<file path="src/rtl/piso_serializer.sv">
// rtl/piso_serializer.sv - parallel-in/serial-out stage feeding a 1-bit shift register chain
module piso_serializer #(
    parameter int WIDTH      = 8,
    parameter bit MSB_FIRST  = 1'b1,
    parameter int GAP_CYCLES = 0
) (
    input  logic             i_clk,
    input  logic             i_rst_n,
    input  logic             i_valid,
    output logic             o_ready,
    input  logic [WIDTH-1:0] i_data,
    output logic             o_ser_data,
    output logic             o_ser_en,
    output logic             o_busy,
    output logic             o_done
);

    localparam int CNT_W = $clog2(WIDTH);
    localparam logic [CNT_W-1:0] LAST_BIT = CNT_W'(WIDTH - 1);
    // With GAP_CYCLES == 0 the GAP state is unreachable, so the wrapped value is never used.
    localparam logic [7:0] LAST_GAP = 8'(GAP_CYCLES - 1);

    typedef enum logic [1:0] {
        IDLE  = 2'd0,
        SHIFT = 2'd1,
        GAP   = 2'd2
    } state_t;

    state_t           state_q, state_d;
    logic [WIDTH-1:0] shreg_q, shreg_d;
    logic [CNT_W-1:0] cnt_q, cnt_d;
    logic [7:0]       gap_q, gap_d;
    logic             done_q, done_d;

    logic             last_bit;
    logic             xfer;
    logic [WIDTH-1:0] shreg_next;

    always_ff @(posedge i_clk or negedge i_rst_n) begin
        if (!i_rst_n) begin
            state_q <= IDLE;
            shreg_q <= '0;
            cnt_q   <= '0;
            gap_q   <= '0;
            done_q  <= 1'b0;
        end else begin
            state_q <= state_d;
            shreg_q <= shreg_d;
            cnt_q   <= cnt_d;
            gap_q   <= gap_d;
            done_q  <= done_d;
        end
    end

    always_comb begin
        state_d  = state_q;
        shreg_d  = shreg_q;
        cnt_d    = cnt_q;
        gap_d    = gap_q;
        done_d   = 1'b0;

        last_bit = (state_q == SHIFT) && (cnt_q == LAST_BIT);
        // Accepting on the last bit lets back-to-back words keep the enable continuous.
        o_ready  = (state_q == IDLE) || (last_bit && (GAP_CYCLES == 0));
        xfer     = i_valid && o_ready;

        if (MSB_FIRST) begin
            shreg_next = {shreg_q[WIDTH-2:0], 1'b0};
        end else begin
            shreg_next = {1'b0, shreg_q[WIDTH-1:1]};
        end

        case (state_q)
            IDLE: begin
                if (xfer) begin
                    shreg_d = i_data;
                    cnt_d   = '0;
                    state_d = SHIFT;
                end
            end
            SHIFT: begin
                shreg_d = shreg_next;
                cnt_d   = cnt_q + CNT_W'(1);
                if (last_bit) begin
                    done_d = 1'b1;
                    cnt_d  = '0;
                    if (GAP_CYCLES > 0) begin
                        state_d = GAP;
                        gap_d   = '0;
                    end else if (xfer) begin
                        shreg_d = i_data;
                    end else begin
                        state_d = IDLE;
                    end
                end
            end
            GAP: begin
                if (gap_q == LAST_GAP) begin
                    gap_d   = '0;
                    state_d = IDLE;
                end else begin
                    gap_d = gap_q + 8'd1;
                end
            end
            default: begin
                state_d = IDLE;
            end
        endcase

        o_ser_data = MSB_FIRST ? shreg_q[WIDTH-1] : shreg_q[0];
        o_ser_en   = (state_q == SHIFT);
        o_busy     = (state_q != IDLE);
        o_done     = done_q;
    end

endmodule

</file>
<file path="config.mk">
export PLATFORM = sky130hd
export DESIGN_NAME = piso_serializer
export DESIGN_NICKNAME = d
export VERILOG_FILES = /design/src/rtl/piso_serializer.sv
export SDC_FILE = /design/constraint.sdc
export NUM_CORES = 1
export LEC_CHECK = 0
export ABC_CLOCK_PERIOD_IN_PS = 5400
export BUFFER_PORTS_ARGS = -buffer_cell sky130_fd_sc_hd__clkbuf_2
export CAP_MARGIN = 20
export CORE_UTILIZATION = 29
export DETAILED_ROUTE_END_ITERATION = 7
export PLACE_DENSITY_LB_ADDON = 0.08
export SETUP_SLACK_MARGIN = 0.05
export SLEW_MARGIN = 25
export SYNTH_ARGS = -nofsm -noshare
export SYNTH_HDL_FRONTEND = slang
export SYNTH_SLANG_ARGS = --single-unit
</file>
<file path="constraint.sdc">
create_clock -name i_clk -period 5.4 [get_ports i_clk]
set_input_delay 0.81 -clock i_clk [delete_from_list [all_inputs] [get_ports i_clk]]
set_output_delay 0.81 -clock i_clk [all_outputs]
set_load 0.01 [all_outputs]
</file>
==> key figures <==
Outcome
  • Status: complete, no violations

Finish
  • Multi-input logic area: 340.3 um^2
  • Nets: 98
  • Post-route cell area: a little over 800 um^2
  • Ratio of cells with drive above 1 in the final layout: 0.4699
  • Fillers: 255
  • Inserted Diodes: 0
  • Area growth syn-to-layout: 15.33%
  • FF+latch area: 325.3 um^2

Global routing
  • GRT Total Usage: 0.1129
  • Largest net degree at the start of global routing: 23
  • Initial antenna violation count: 0
  • Met3 global-route usage: 0.01786
  • Met1 Use GR: 0.1431
  • Most Used Layer, Global Route: met2
  • M2 GR Usage: 0.1711
  • Number of global-route vias before repair: 482
  • GRT overflow: 0
  • Global-route wire length before repair: 2097 um

Setup path
  • Crit path max fanout: 4
  • Critical path endpoint category: output port
  • CP Data Required Time: 4590 ps
  • Crit Path Category: reg -> out
  • Reg2Reg Setup Slack: 3230 ps
  • Worst EP arrival: 1530 ps
  • Number of cells on the worst reg-to-reg path: 8
  • Reg2Reg Capture Point: shreg_q[2]
  • CP startpoint kind: flop
  • Critical R2R Launch: cnt_q[0]

CTS
  • CTS max path bufs: 2
  • Hold_buf cts: 0
  • Clk_lat worst skew: 280 ps
  • Number of clock sinks: 13
  • Root Buffer: clkbuf_4
  • H-tree Lvls: 1
  • CTS buffer count: 3
  • Resized cells post-CTS: 0
  • CTS tree: yes
  • # Post-CTS Setup Buffers: 0
  • Clock-pin transition on the worst setup and hold timing paths: 90 ps

STA
  • Final Slew Violations: 0
  • RSZ-0062 raised after global routing: no
  • Fin crit share: 0.4339
  • # setup viols final: 0
  • Total negative slack: 0 ps
  • Final Critical Period: 2343 ps
  • Max transition margin: 0.5508
  • Fmax: 426.8 MHz
  • Endpoints failing hold: 0
  • Clk_skew: 5.438 ps
  • Worst Max-Slew Pin Slew: 673.8 ps

Logic synthesis
  • Compound-gate portion of the synthesized area: 0.2228
  • Synth top area cells: dfrtp_1 (46%), a21oi_2 (8.7%), nand2_2 (7.1%), nor2b_1 (6.2%), a21oi_1 (5.7%)
  • Cell accounting for the most synthesized area: dfrtp_1
  • Synth Area in Adders: 0.05348
  • Cells after Synth: 68
  • Async S/R FF share, synth: 1.000
  • Syn nets: 82
  • Sequential fraction of the synthesis area: 0.4635
  • Largest family of logic cells by synthesized area: compound AO/OA/AOI/OAI gates
  • Multiplexer area fraction after synthesis: 0
  • Netlist cell types: 21
  • Synthesis Warnings: 0
  • #FFs+latches synth: 13
  • Mean Syn Cell Area: just over 10 um^2
  • Cell Area, Synth: 701.9 um^2
  • Share of the synthesized area in the top cell type: 0.4635
  • Simple-gate share of the synthesized area: 0.2086
  • Post-synth top flop: dfrtp_1
  • Post-Synth XOR/XNOR Area: 0
  • Post-synth EDFFs: 0

Route
  • Vias per cell: roughly 4.5
  • Post-DRT Antenna Nets: 0
  • Drt pass-1 iters: 3
  • Total wire length: 1217 um
  • Initial DRC Count: 6
  • # DRC: 0
  • Avg WL per Cell: 10.96 um
  • Via count: roughly 500

Die
  • Starting Density: 0.3113
  • Core ar.: around 2300 um^2
  • I/O Pins: 16
  • Die area: 2621 um^2
  • Die width: approximately 50 um
  • Number of placement rows: 17
  • Die height: 51.20 um

Placed design
  • IO Port Bufs: 15
  • GPL Wtd Cong: 0.6957
  • DP Area: ~780 um^2
  • Dpl hpwl: between 800 and 900 um

Power and ir drop
  • Power per Cell Area: around 550 nW/um^2
  • VDD IR max: approximately 0.23 mV
  • Static leakage: 0.3954 nW

Run
  • Number of max-cap violations: 0

Hold path
  • HP Class: in -> async
stage by stage:
step | util | instances | power (mW) | hold slack (ps) | setup WS (ps)
finish | 0.3590 | 111 | 0.4458 | 416.1 | 3057
global route | 0.3590 | 111 | 0.4894 | 427.1 | 2964
CTS | 0.3590 | 111 | 0.4527 | 425.0 | 3040
detailed placement | 0.3474 | 107 | 0.3879 | 469.3 | 3227
global placement | 0.3474 | 107 | 0.3898 | 467.9 | 3272
floorplan | - | 68 | 0.3491 | 452.1 | 3538
worst max-delay path by stage:
| stage | startpoint | endpoint |
|---|---|---|
| floorplan | cnt_q[0] | o_ready |
| global placement | cnt_q[0] | shreg_q[3] |
| detailed placement | cnt_q[0] | shreg_q[4] |
| CTS | cnt_q[0] | o_ready |
| global route | cnt_q[0] | o_ready |
| finish | cnt_q[0] | o_ready |
flip-flops by register name, indices dropped and copies added (netlist names):
signal,cells
shreg_q,8
cnt_q,3
o_done,1
state_q,1
Yosys cell counts, types with 2 or more instances:
cell     number
a21oi_1       8
a21oi_2       7
buf_2         2
dfrtp_1      13
ha_1          3
nand2_1       6
nand2_2       8
nor2b_1       7
o21ai_1       2
layout by cell type, fill, tap and decap left out, drive strengths merged:
master / synthesis / routed
clkbuf: 0 / 19
a21oi: 15 / 15
nand2: 14 / 14
dfrtp: 13 / 13
nor2b: 8 / 8
ha: 3 / 3
o21ai: 3 / 3
inv: 2 / 2
and2: 1 / 1
a21bo: 1 / 1
a21boi: 1 / 1
nor3: 1 / 1
a21o: 1 / 1
nor2: 1 / 1
critical path, cell delays in order, from the launching register on:
cell,delay (ps)
dfrtp_1,410
ha_1,210
ha_1,250
nor2b_2,190
inv_2,70
clkbuf_2,130
power breakdown:
group / total, mW / internal (mW) / leakage (nW) / switching (mW)
sequential: 0.163 / 0.139 / 0.162 / 0.0238
combinational: 0.220 / 0.102 / 0.218 / 0.119
clock: 0.0621 / 0.0286 / 0.0150 / 0.0334
per-layer routing:
| layer | wire, um | vias up |
|---|---|---|
| li1 | - | 253 |
| met1 | 575 | 233 |
| met2 | 577 | 8 |
| met3 | 33 | 4 |
| met4 | 30 | 0 |
| met5 | 0 | - |
area by class of cell:
cell class	count	area share
tap	28	0.04328
inverter	2	0.009274
multi-input combinational	49	0.4204
clock buffer	4	0.03246
sequential	13	0.4019
timing repair buffer	15	0.09274
logic make-up (layout without fill, tap and decap cells):
family	count (synthesis)	in the layout
AND/OR/NAND/NOR	25	25
AO/OA/AOI/OAI	21	21
flip-flops	13	13
buffers and inverters	6	21
adder cells (fa/ha/maj)	3	3
No activity file was read; power rests on OpenSTA's default activity.
